==> src/rtl/tqvp_stevej_watchdog_multi.sv <==
// Multi-channel windowed watchdog on the TinyQV peripheral bus: shared prescaler, per-channel window timers, W1C irq status.
// Optional macro WDOG_PAT_KEY_EN: a PAT write must carry 8'hA5 in data_in[7:0], otherwise the channel faults.
module tqvp_stevej_watchdog_multi #(
    parameter int NUM_CH     = 2,
    parameter int TIMER_W    = 24,
    parameter int PRESCALE_W = 8
) (
    input  logic        clk,
    input  logic        rst_n,
    input  logic [7:0]  ui_in,
    output logic [7:0]  uo_out,
    input  logic [5:0]  address,
    input  logic [31:0] data_in,
    input  logic [1:0]  data_write_n,
    input  logic [1:0]  data_read_n,
    output logic [31:0] data_out,
    output logic        data_ready,
    output logic        user_interrupt
);
    localparam logic [2:0] ST_IDLE    = 3'd0;
    localparam logic [2:0] ST_CLOSED  = 3'd1;
    localparam logic [2:0] ST_OPEN    = 3'd2;
    localparam logic [2:0] ST_EXPIRED = 3'd3;
    localparam logic [2:0] ST_FAULT   = 3'd4;

    localparam logic [5:0] ADDR_PRESCALE = 6'h10;
    localparam logic [5:0] ADDR_IRQ      = 6'h11;
    localparam logic [5:0] ADDR_UI       = 6'h12;

    logic wr_en;
    assign wr_en = (data_write_n != 2'b11);

    logic pat_key_ok;
`ifdef WDOG_PAT_KEY_EN
    assign pat_key_ok = (data_in[7:0] == 8'hA5);
`else
    assign pat_key_ok = 1'b1;
`endif

    // Shared prescaler: lowering PRESCALE below the running count lets the counter wrap once.
    logic [PRESCALE_W-1:0] prescale;
    logic [PRESCALE_W-1:0] presc_cnt;
    logic                  tick;

    assign tick = (presc_cnt == prescale);

    always_ff @(posedge clk) begin
        if (!rst_n) begin
            prescale  <= '0;
            presc_cnt <= '0;
        end else begin
            presc_cnt <= tick ? '0 : presc_cnt + PRESCALE_W'(1);
            if (wr_en && address == ADDR_PRESCALE) begin
                prescale <= data_in[PRESCALE_W-1:0];
            end
        end
    end

    logic [NUM_CH-1:0]       pending;
    logic [NUM_CH-1:0]       pend_set;
    logic [NUM_CH-1:0]       fail;
    logic [NUM_CH-1:0]       irq_en_vec;
    logic [NUM_CH-1:0][31:0] ctrl_rd;
    logic [NUM_CH-1:0][31:0] open_rd;
    logic [NUM_CH-1:0][31:0] close_rd;
    logic [NUM_CH-1:0][31:0] timer_rd;

    generate
        for (genvar n = 0; n < NUM_CH; n++) begin : g_ch
            localparam logic [5:0] BASE = 6'(4 * n);

            logic               wr_ctrl;
            logic               wr_open;
            logic               wr_close;
            logic               wr_pat;
            logic               enable;
            logic               early_fault_en;
            logic               irq_en;
            logic [TIMER_W-1:0] win_open;
            logic [TIMER_W-1:0] win_close;
            logic [TIMER_W-1:0] timer;
            logic [TIMER_W-1:0] timer_inc;
            logic [TIMER_W-1:0] timer_nxt;
            logic [2:0]         state;
            logic [2:0]         state_nxt;
            logic [7:0]         pat_count;
            logic [7:0]         pat_count_nxt;
            logic               active;
            logic               is_fail;

            assign wr_ctrl  = wr_en && (address == BASE);
            assign wr_open  = wr_en && (address == BASE + 6'd1);
            assign wr_close = wr_en && (address == BASE + 6'd2);
            assign wr_pat   = wr_en && (address == BASE + 6'd3);

            assign active    = (state == ST_CLOSED) || (state == ST_OPEN);
            assign is_fail   = (state == ST_EXPIRED) || (state == ST_FAULT);
            assign timer_inc = (&timer) ? timer : timer + TIMER_W'(1);

            // Priority: disable, enable from IDLE, pat, then tick; a pat therefore beats a coincident tick.
            always_comb begin
                state_nxt     = state;
                timer_nxt     = timer;
                pat_count_nxt = pat_count;
                if (wr_ctrl && !data_in[0]) begin
                    state_nxt = ST_IDLE;
                    timer_nxt = '0;
                end else if (wr_ctrl && state == ST_IDLE) begin
                    state_nxt     = ST_CLOSED;
                    timer_nxt     = '0;
                    pat_count_nxt = '0;
                end else if (wr_pat && active) begin
                    if (!pat_key_ok || (state == ST_CLOSED && early_fault_en)) begin
                        state_nxt = ST_FAULT;
                    end else begin
                        state_nxt = ST_CLOSED;
                        timer_nxt = '0;
                        if (pat_count != 8'hFF) begin
                            pat_count_nxt = pat_count + 8'd1;
                        end
                    end
                end else if (tick && active) begin
                    timer_nxt = timer_inc;
                    if (timer_inc > win_close) begin
                        state_nxt = ST_EXPIRED;
                    end else if (timer_inc > win_open) begin
                        state_nxt = ST_OPEN;
                    end else begin
                        state_nxt = ST_CLOSED;
                    end
                end
            end

            always_ff @(posedge clk) begin
                if (!rst_n) begin
                    enable         <= 1'b0;
                    early_fault_en <= 1'b0;
                    irq_en         <= 1'b0;
                    win_open       <= '0;
                    win_close      <= '0;
                    timer          <= '0;
                    state          <= ST_IDLE;
                    pat_count      <= '0;
                end else begin
                    state     <= state_nxt;
                    timer     <= timer_nxt;
                    pat_count <= pat_count_nxt;
                    if (wr_ctrl) begin
                        enable         <= data_in[0];
                        early_fault_en <= data_in[1];
                        irq_en         <= data_in[2];
                    end
                    if (wr_open && state == ST_IDLE) begin
                        win_open <= data_in[TIMER_W-1:0];
                    end
                    if (wr_close && state == ST_IDLE) begin
                        win_close <= data_in[TIMER_W-1:0];
                    end
                end
            end

            assign pend_set[n]   = ((state_nxt == ST_EXPIRED) || (state_nxt == ST_FAULT)) && !is_fail;
            assign fail[n]       = is_fail;
            assign irq_en_vec[n] = irq_en;
            assign ctrl_rd[n]    = {16'h0000, pat_count, 1'b0, state, 1'b0, irq_en, early_fault_en, enable};
            assign open_rd[n]    = 32'(win_open);
            assign close_rd[n]   = 32'(win_close);
            assign timer_rd[n]   = 32'(timer);
        end
    endgenerate

    logic [NUM_CH-1:0] w1c;
    assign w1c = (wr_en && address == ADDR_IRQ) ? data_in[NUM_CH-1:0] : '0;

    // A fresh failure wins over a same-cycle clear so it can never be lost.
    always_ff @(posedge clk) begin
        if (!rst_n) begin
            pending <= '0;
        end else begin
            pending <= (pending & ~w1c) | pend_set;
        end
    end

    assign user_interrupt = |(pending & irq_en_vec);
    assign data_ready     = 1'b1;

    logic [3:0] fail_pad;
    logic       any_fail;

    always_comb begin
        fail_pad             = '0;
        fail_pad[NUM_CH-1:0] = fail;
    end

    assign any_fail = |fail;
    assign uo_out   = {any_fail, ~any_fail, fail_pad, 2'b00};

    always_comb begin
        data_out = '0;
        for (int n = 0; n < NUM_CH; n++) begin
            if (address == 6'(4 * n))     data_out = ctrl_rd[n];
            if (address == 6'(4 * n + 1)) data_out = open_rd[n];
            if (address == 6'(4 * n + 2)) data_out = close_rd[n];
            if (address == 6'(4 * n + 3)) data_out = timer_rd[n];
        end
        case (address)
            ADDR_PRESCALE: data_out = 32'(prescale);
            ADDR_IRQ:      data_out = 32'(pending);
            ADDR_UI:       data_out = {24'h000000, ui_in};
            default:       ;
        endcase
    end

    logic unused_ok;
    assign unused_ok = &{1'b0, data_read_n, data_in};

endmodule

==> config.mk <==
export PLATFORM = sky130hd
export DESIGN_NAME = tqvp_stevej_watchdog_multi
export DESIGN_NICKNAME = d
export VERILOG_FILES = /design/src/rtl/tqvp_stevej_watchdog_multi.sv
export SDC_FILE = /design/constraint.sdc
export NUM_CORES = 1
export LEC_CHECK = 0
export CORE_MARGIN = 8
export CORE_UTILIZATION = 40
export DETAILED_ROUTE_END_ITERATION = 7
export GPL_ROUTABILITY_DRIVEN = 0
export PLACE_DENSITY = 0.7
export SLEW_MARGIN = 20
export SYNTH_ARGS = -nofsm -noshare
export SYNTH_HDL_FRONTEND = slang
export SYNTH_SLANG_ARGS = --single-unit
==> constraint.sdc <==
create_clock -name clk -period 9.8 [get_ports clk]
set_clock_uncertainty 0.1 [all_clocks]
set_input_delay 0.98 -clock clk [delete_from_list [all_inputs] [get_ports clk]]
set_output_delay 0.98 -clock clk [all_outputs]
set_load 0.05 [all_outputs]
# Word-level counts from Yosys, hierarchy flattened
# Index checks and enable logic that the tools add are counted.
[op_classes]
addsub = 5
n_mul = 0
div_mod_pow = 0
n_lt_le_gt_ge = 4
n_eq_ne = 30
shift = 0
mux = 40
n_bitwise = 8
reduce_logical = 55
[op_table]
columns = ["cell", "count"]
rows = [
  ["two-way mux 32 bit", 7],
  ["two-way mux 24 bit", 8],
  ["greater-than comparator 24 bit", 4],
  ["case mux 32 bit (3 select lines)", 1],
  ["two-way mux 8 bit", 8],
  ["adder 24 x 1 -> 24 bit, second input constant", 2],
  ["AND reduction 24 bit", 2],
  ["two-way mux 3 bit", 10],
  ["logical AND 1 bit", 26],
  ["adder 8 x 1 -> 8 bit, second input constant", 3],
  ["== test 6 x 3 -> 1 bit, second input constant", 4],
  ["== test 3 x 2 -> 1 bit, second input constant", 6],
  ["== test 6 x 5 -> 1 bit, second input constant", 3],
  ["two-way mux 16 bit", 1],
  ["inequality test 8 bit, second input constant", 2],
  ["== test 3 bit, second input constant", 4],
  ["== test 6 x 2 -> 1 bit, second input constant", 2],
  ["nonzero test 2 bit", 6],
  ["two-way mux 2 bit", 5],
  ["inequality test 2 bit, second input constant", 5],
  ["== test 8 bit", 1],
  ["AND reduction 4 bit", 2],
  ["== test 3 x 1 -> 1 bit, second input constant", 2],
  ["== test 6 x 1 -> 1 bit, second input constant", 1],
  ["11 further kinds", 27],
]
[totals]
ff_bits = 190
latch_bits = 0
ramBits = 0
mem_bits_ro = 0
inputBits = 52
out_inout_bits = 42
elab_cells = 161
mem_count = 0

# Depth between registers and ports, before layout
# Gate-level depths: netlist (run 1).
[logic_depth]
word_depth = 13
ltp_mapped = 18

# Worst setup path after synthesis (run 1)
# OpenSTA, ideal clock, no wires.
[synth_timing]
path_kind = "input to output"
start = "input address[1]"
end = "output data_out[10]"
arrival_ns = 3.238
required_time_ns = 8.720
setup_slack_ns = 5.482
stages = 8
n_path_buf = 4
path_cell_list = "buf_2 > buf_1 > buf_2 > clkbuf_1 > nor2_1 > a21oi_1 > o221ai_1 > a21oi_1"
[synth_between]
elab_chain_cells = 10
[synth_lines]
columns = ["element", "line", "source"]
rows = [
  ["start: declaration", "12", "input logic [5:0] address,"],
  ["zero test 6 bit", "201", "if (address == 6'(4 * n)) data_out = ctrl_rd[n];"],
  ["two-way mux 16 bit", "201", ""],
  ["two-way mux 32 bit", "202", "if (address == 6'(4 * n + 1)) data_out = open_rd[n];"],
  ["two-way mux 32 bit", "203", "if (address == 6'(4 * n + 2)) data_out = close_rd[n];"],
  ["two-way mux 32 bit", "204", "if (address == 6'(4 * n + 3)) data_out = timer_rd[n];"],
  ["two-way mux 32 bit", "201", ""],
  ["two-way mux 32 bit", "202", ""],
  ["two-way mux 32 bit", "203", ""],
  ["two-way mux 32 bit", "204", ""],
  ["case mux 32 bit (3 select lines) (*)", "206", "case (address)"],
  ["end: declaration", "16", "output logic [31:0] data_out,"],
]
# Mark *: on every way between the ends. The rest lies on a longest branch, timed or not.

# Worst setup path in the final report (run 1)
[layout_timing]
start = "input address[1]"
end = "output data_out[7]"
[layout_between]
elab_chain_cells = 9
[layout_lines]
columns = ["element", "line"]
rows = [
  ["== test 6 x 1 -> 1 bit", "202"],
  ["two-way mux 32 bit", "202"],
  ["two-way mux 32 bit", "203"],
  ["two-way mux 32 bit", "204"],
  ["two-way mux 32 bit", "201"],
  ["two-way mux 32 bit", "202"],
  ["two-way mux 32 bit", "203"],
  ["two-way mux 32 bit", "204"],
  ["case mux 32 bit (3 select lines) (*)", "206"],
]
# Marked as above.

==> results of run 1 <==
state kept, by name (all words and copies together) (netlist names):
signal,flops
g_ch.state,6
presc_cnt,8
g_ch.irq_en,2
g_ch.win_open,48
prescale,8
g_ch.enable,2
pending,2
g_ch.win_close,48
g_ch.pat_count,16
g_ch.timer,48
g_ch.early_fault_en,2
metrics by stage:
step / hold slack, ns / power, mW
after floorplan: 0.338 / 1.29
after global placement: 0.350 / 1.44
after detailed placement: 0.360 / 1.46
after CTS: 0.371 / 2.19
after global routing: 0.386 / 2.30
final: 0.370 / 2.20
worst reg2reg max path, delay by kind of cell, from the launching register on:
| family | cells | cell delay (ns) |
|---|---|---|
| AND/OR/NAND/NOR | 10 | 3.03 |
| AO/OA/AOI/OAI | 3 | 0.63 |
| flip-flops | 1 | 0.57 |
| adder cells (fa/ha/maj) | 1 | 0.32 |
| XOR/XNOR | 1 | 0.20 |
power by group through the flow:
stage | Combinational (mW) | Clock, mW | Sequential [mW]
global placement | 0.598 | 0 | 0.845
CTS | 0.618 | 0.744 | 0.828
floorplan | 0.463 | 0 | 0.826
finish | 0.629 | 0.740 | 0.829
detailed placement | 0.615 | 0 | 0.846
global route | 0.686 | 0.777 | 0.832
final timing paths:
path	startpoint	end	slack (ns)	cells after the start
hold / removal	g_ch[0].win_open[21]$_SDFFE_PN0P_	g_ch[0].win_open[21]$_SDFFE_PN0P_	0.37	2
setup / recovery	address[1]	data_out[7]	4.45	8
hold reg to reg	g_ch[0].win_open[21]$_SDFFE_PN0P_	g_ch[0].win_open[21]$_SDFFE_PN0P_	0.37	2
setup reg to reg	g_ch[1].timer[5]$_SDFFE_PP0P_	pending[1]$_SDFF_PN0_	4.82	15
layout make-up:
cell class / instances / area [um^2]
clock buffers: 18 / 439
clock inverters: 14 / 171
fillers: 3190 / 17800
inverters: 106 / 398
multi-input cells: 1330 / 8450
flip-flops and latches: 190 / 3800
well taps: 442 / 553
repair buffers: 81 / 771
cell usage in the layout (no fill, tap or decap), types with 10 or more instances in the layout:
cell / n
xnor2_1: 35
inv_1: 106
clkbuf_16: 17
ha_1: 101
nor2b_1: 20
nor2_1: 106
dfxtp_1: 190
buf_4: 12
xor2_1: 33
a21oi_1: 133
a21o_1: 12
mux4_2: 14
conb_1: 13
nand3_1: 58
nor4_1: 10
a21boi_0: 107
o21ai_0: 95
and2_1: 10
nand4_1: 42
a22o_1: 11
or3_1: 14
nor3_1: 24
and3_1: 18
nand2_1: 325
mux2i_1: 22
clkdlybuf4s50_1: 67
o221ai_1: 13
logic make-up after synthesis:
| family | Yosys count | synth area share |
|---|---|---|
| AO/OA/AOI/OAI | 431 | 0.209 |
| other | 2 | 0.000573 |
| flip-flops | 190 | 0.290 |
| buffers and inverters | 218 | 0.0686 |
| multiplexers | 40 | 0.0443 |
| AND/OR/NAND/NOR | 677 | 0.246 |
| adder cells (fa/ha/maj) | 101 | 0.0964 |
| XOR/XNOR | 68 | 0.0454 |
metal layers:
metal | track usage | vias up | share of wire | wire length [um]
met1 | 0.265 | 5846 | 0.43 | 17400
met5 | 0 | - | 0 | 0
met4 | 0.0736 | 0 | 0.028 | 1130
met2 | 0.336 | 475 | 0.47 | 18800
met3 | 0.0283 | 68 | 0.066 | 2650
li1 | - | 5986 | - | -
synthesized netlist by cell type, types with 6 or more instances:
| master | n |
|---|---|
| mux4_2 | 14 |
| o21ai_0 | 95 |
| xor2_1 | 33 |
| nor2b_1 | 20 |
| nor4_1 | 10 |
| nor3_1 | 24 |
| nand4_1 | 42 |
| inv_1 | 106 |
| dfxtp_1 | 190 |
| nand2_1 | 325 |
| a31oi_1 | 6 |
| nor2_1 | 106 |
| buf_2 | 13 |
| o211ai_1 | 9 |
| a21o_1 | 12 |
| and4_1 | 6 |
| mux2i_1 | 22 |
| and2_1 | 10 |
| buf_1 | 6 |
| o221ai_1 | 13 |
| or3_1 | 14 |
| buf_4 | 17 |
| a21boi_0 | 107 |
| xnor2_1 | 35 |
| ha_1 | 101 |
| nand2b_1 | 8 |
| clkbuf_1 | 75 |
| a21oi_1 | 133 |
| nand3_1 | 60 |
| and3_1 | 18 |
| a22o_1 | 11 |
==> metrics.yaml, run 1 <==
critical_path:
  critPathMaxStageDelay_ns: 0.85
  critPathCaptureType: "output pin"
  cp_max_fo: 50
  cp_top_family: "buffers and inverters"
  crit_path_start_kind: "input pin"
  worst-path-buf-inv: 4
  cp_cell_sequence: "buf_4, buf_4, nor2b_1, buf_4, a22o_1, a21oi_1, o22ai_1, clkdlybuf4s50_1"
  worst_path_max_delay_cell: "clkdlybuf4s50_1"
  cp_data_arrival_time_ns: 4.27
  critPathRequiredTime_ns: 8.72
  cpMostUsedCell: "buf_4"
  crit_type: "input pin to output pin"
sta:
  setup_ws_ns: 4.45
  finalCritPeriodShare: 0.546
  setup_viol: 0
  grt_setup_unrepaired: "no"
  finalSetupTns_ns: 0
  timing.fmax_ghz: 0.187
  worstMarginPinSlew_ns: 1.15
  relSlewSlack: 0.236
  period_needed_ns: 5.35
  hold_viol: 0
  slew_viol_final: 0
drt:
  routedWlPerCell_um: 18.3
  routed_via_density: 5.67
  wirelength_um: 40000
  vias: 12375
  dr.first_iter.drc_count: 1133
  dr.pass1.iters: 6
  drt_drc_violations_left: 0
  postRouteAntennaNets: 0
place:
  placed_cells: 2149
  port_buffers: 70
  dp_slack_ns: 4.51
  postPlaceCellArea_um2: 14000
  dp_hpwl_um: 30100
power:
  p_sw_frac: 0.361
  leakagePower_nw: 5.30
  power_frac_comb: 0.286
  peakVddDrop_uv: 109
  p_clk_frac: 0.337
  switching_power_uw: 793
  internal_power_mw: 1.40
  p_seq_frac: 0.377
  power_density_nw_per_um2: 151
clocking:
  cts_resized: 0
  post_cts_buffers: 0
  cts_root_buf: "clkbuf_16"
  path_clk_slew_ns: 0.08
  cts_tree: "yes"
  cts-buffers-inserted: 17
  cts.path.max_buffers: 2
  htreeDepth: 4
  cts.sinks: 190
  clock_latency_ns: 0.45
  hold_buffers: 0
yosys:
  synth_edf_count: 0
  synth_seq_cells: 190
  syn_inst: 1727
  yosysUniqueCellTypes: 73
  synth_ff_type: "dfxtp_1"
  synth_area_leaders: "dfxtp_1 29%, ha_1 9.6%, nand2_1 9.3%"
  synth_top_area_frac: 0.290
  syn_area_per_cell_um2: 7.59
  seq_area_frac_synth: 0.290
  async_reset_ff_frac: 0
  synthesis.area_um2: 13100
  ys.warnings.count: 0
  yosysTopAreaCell: "dfxtp_1"
layout:
  fin_util: 0.451
  drive_gt1_frac: 0.0529
  nets: 1879
  final_area_um2: 14600
  fin_cells: 2181
  diodes: 0
  syn2layout_area_growth_pct: 11.3
status:
  status: "completed"
floorplan:
  dieHeight_um: 197
  core_area_um2: 32400
  dieArea_um2: 38800
  initial_core_util: 0.405
  die_w_um: 197
  ios: 94
  num_rows: 66
grt:
  track_usage: 0.202
  antenna_found_initial: 0
  grt_pass1_vias: 11670
  grt_overflow: 0
  grt_start_max_net_pins: 94
  grt_pass1_wl_um: 63400
flow_run:
  drv_cap: 0
worst_hold_path:
  hold_class: "flip-flop to flip-flop"
Note: power is estimated with default switching activity, not from simulation.
==> run 2, diff against run 1 <==
Clock period 9.8 ns to 5.4 ns, I/O delays scaled along.
==> run 2 against run 1 <==
Die area stayed put. Combinational power up 83%. Worst hold slack lost 0.0021 ns. Wire length down 0.28%. Utilization grew 0.12 points. Flip-flop and latch count stayed put. Register-to-register slack worse by 4.1 ns. First-iteration DRC count shrank 6.9%. Global-route usage about the same. Sequential share of layout area down 0.069 points. Cell area increased by 0.27%.
==> metrics.yaml, run 2 (synthesized netlist as in run 1, its figures left out) <==
status:
  status: "completed"  # unchanged
place:
  port_buffers: 70  # unchanged
  dp_hpwl_um: 30000  # was 30100 um
  dp_slack_ns: 0.772  # was 4.51 ns
  postPlaceCellArea_um2: 14000  # about the same
  placed_cells: 2158  # was 2149
power:
  power_mw: 3.93  # was 2.20 mW
  power_density_nw_per_um2: 269  # was 151 nW/um^2
  leakagePower_nw: 5.32  # was 5.30 nW
  peakVddDrop_uv: 202  # was 109 uV
grt:
  grt_pass1_vias: 11707  # was 11670
  grt_start_max_net_pins: 94  # unchanged
  antenna_found_initial: 0  # unchanged
  track_usage: 0.202  # about the same
  grt_pass1_wl_um: 63300  # was 63400 um
  grt_overflow: 0  # unchanged
drt:
  wl_met2_um: 18700  # was 18800 um
  vias: 12417  # was 12375
  met3WireLength_um: 2640  # was 2650 um
  met1Wirelength_um: 17300  # was 17400 um
  dr.pass1.iters: 5  # was 6
  dr.max_layer_used: "met4"  # unchanged
  routed_via_density: 5.67  # about the same
  routedWlPerCell_um: 18.2  # was 18.3 um
  dr.first_iter.drc_count: 1055  # was 1133
  drt_drc_violations_left: 0  # unchanged
  postRouteAntennaNets: 0  # unchanged
  wirelength_um: 39900  # was 40000 um
sta:
  period_needed_ns: 4.66
  relSlewSlack: 0.295  # was 0.236
  setup_viol: 0  # unchanged
  worstMarginPinSlew_ns: 1.05  # was 1.15 ns
  timing.hold.ws_ns: 0.368  # was 0.370 ns
  finalSetupTns_ns: 0  # unchanged
  hold_viol: 0  # unchanged
  finalCritPeriodShare: 0.863
  timing.fmax_ghz: 0.215
  grt_setup_unrepaired: "no"  # unchanged
  setup_ws_ns: 0.740  # was 4.45 ns
  slew_viol_final: 0  # unchanged
layout:
  fin_cells: 2190  # was 2181
  diodes: 0  # unchanged
  final_area_um2: 14600  # about the same
  layout_commonest_cell: "nand2_1"  # unchanged
  seq_area_um2: 3800  # unchanged
  drive_gt1_frac: 0.0589  # was 0.0529
  fin_util: 0.452  # was 0.451
  fillerInstances: 3193  # was 3190
  nets: 1888  # was 1879
  syn2layout_area_growth_pct: 11.6  # was 11.3%
  multi_input_area_um2: 8460  # was 8450 um^2
  layout_common_cells: "325 x nand2_1, 190 x dfxtp_1, 133 x a21oi_1"  # unchanged
  reg_top3: "g_ch.timer: 48 flops, g_ch.win_close: 48 flops, g_ch.win_open: 48 flops"  # unchanged
floorplan:
  die_w_um: 197  # unchanged
  ios: 94  # unchanged
  dieArea_um2: 38800  # unchanged
  core_area_um2: 32400  # unchanged
  initial_core_util: 0.405  # unchanged
  dieHeight_um: 197  # unchanged
  num_rows: 66  # unchanged
critical_path:
  critPathRequiredTime_ns: 5.64  # was 8.72 ns
  cp_top_family: "simple AND/OR/NAND/NOR gates"  # was buffers and inverters
  cp_data_arrival_time_ns: 4.90  # was 4.27 ns
  crit_type: "flip-flop to flip-flop"  # was input pin to output pin
  worst-path-buf-inv: 0  # was 4
  cp_cell_sequence: "and4_1, and4_1, and2_1, nand4_1, nor2_1, mux2_2, ha_1, nand4_1, or4_1, nor2_1, o31a_1, o211ai_1, a31oi_1, nand3b_1, nand3_1"  # was buf_4, buf_4, nor2b_1, buf_4, a22o_1, a21oi_1, o22ai_1, clkdlybuf4s50_1
  worst_path_max_delay_cell: "or4_1"  # was clkdlybuf4s50_1
  critPathMaxStageDelay_ns: 0.62  # was 0.85 ns
  crit_path_start_kind: "flip-flop"  # was input pin
  critPathCaptureType: "flip-flop"  # was output pin
  cp_max_fo: 10  # was 50
clocking:
  cts.sinks: 190  # unchanged
  cts_resized: 0  # unchanged
  post_cts_buffers: 0  # unchanged
  cts-buffers-inserted: 17  # unchanged
  cts.path.max_buffers: 2  # unchanged
  hold_buffers: 0  # unchanged
  htreeDepth: 4  # unchanged
  cts_tree: "yes"  # unchanged
  cts_root_buf: "clkbuf_16"  # unchanged
  path_clk_slew_ns: 0.08  # about the same
  clock_latency_ns: 0.46  # was 0.45 ns
worst_hold_path:
  hold_class: "flip-flop to flip-flop"  # unchanged
flow_run:
  drv_cap: 0  # unchanged
## run 2: cell count changes in the layout (fill, tap and decap cells not counted), moves of 2 or more
cell       change
and3_2         +2
buf_4          +9
clkinv_8       +2
bufinv_16      -2
and3_1         -2
## run 2: path summary, 6_finish.rpt
check	from	end	slack [ns]	depth (start not counted)
worst min-delay path	g_ch[1].win_close[14]$_SDFFE_PN0P_	g_ch[1].win_close[14]$_SDFFE_PN0P_	0.37	2
worst max-delay path	g_ch[1].timer[5]$_SDFFE_PP0P_	pending[1]$_SDFF_PN0_	0.74	15
worst max register to register	g_ch[1].timer[5]$_SDFFE_PP0P_	pending[1]$_SDFF_PN0_	0.74	15
worst min register to register	g_ch[1].win_close[14]$_SDFFE_PN0P_	g_ch[1].win_close[14]$_SDFFE_PN0P_	0.37	2
## run 2: area by class of cell
| cell class | count | area share |
|---|---|---|
| Clock buffer | 17 | 0.0291 |
| Clock inverter | 15 | 0.0105 |
| Inverter | 106 | 0.0272 |
| Multi-Input combinational cell | 1330 | 0.578 |
| Sequential cell | 190 | 0.260 |
| Tap cell | 442 | 0.0378 |
| Timing Repair Buffer | 90 | 0.0573 |
## run 2: power breakdown
group	total (mW)	leakage (nW)	internal (mW)	switching (mW)
clock network	1.27	0.282	0.617	0.652
registers	1.50	1.53	1.44	0.0669
logic	1.15	3.51	0.402	0.753
## run 2: worst register-to-register path: stages (launching register included)
cell and delay (ns):
dfxtp_1 0.55, and4_1 0.31, and4_1 0.34, and2_1 0.21
nand4_1 0.21, nor2_1 0.18, mux2_2 0.39, ha_1 0.32
nand4_1 0.17, or4_1 0.63, nor2_1 0.25, o31a_1 0.20
o211ai_1 0.09, a31oi_1 0.34, nand3b_1 0.17, nand3_1 0.09
## run 2: metal layers
layer / global-route usage / vias up
li1: - / 6013
met1: 0.263 / 5867
met2: 0.332 / 463
met3: 0.0329 / 74
met4: 0.0769 / 0
met5: 0 / -
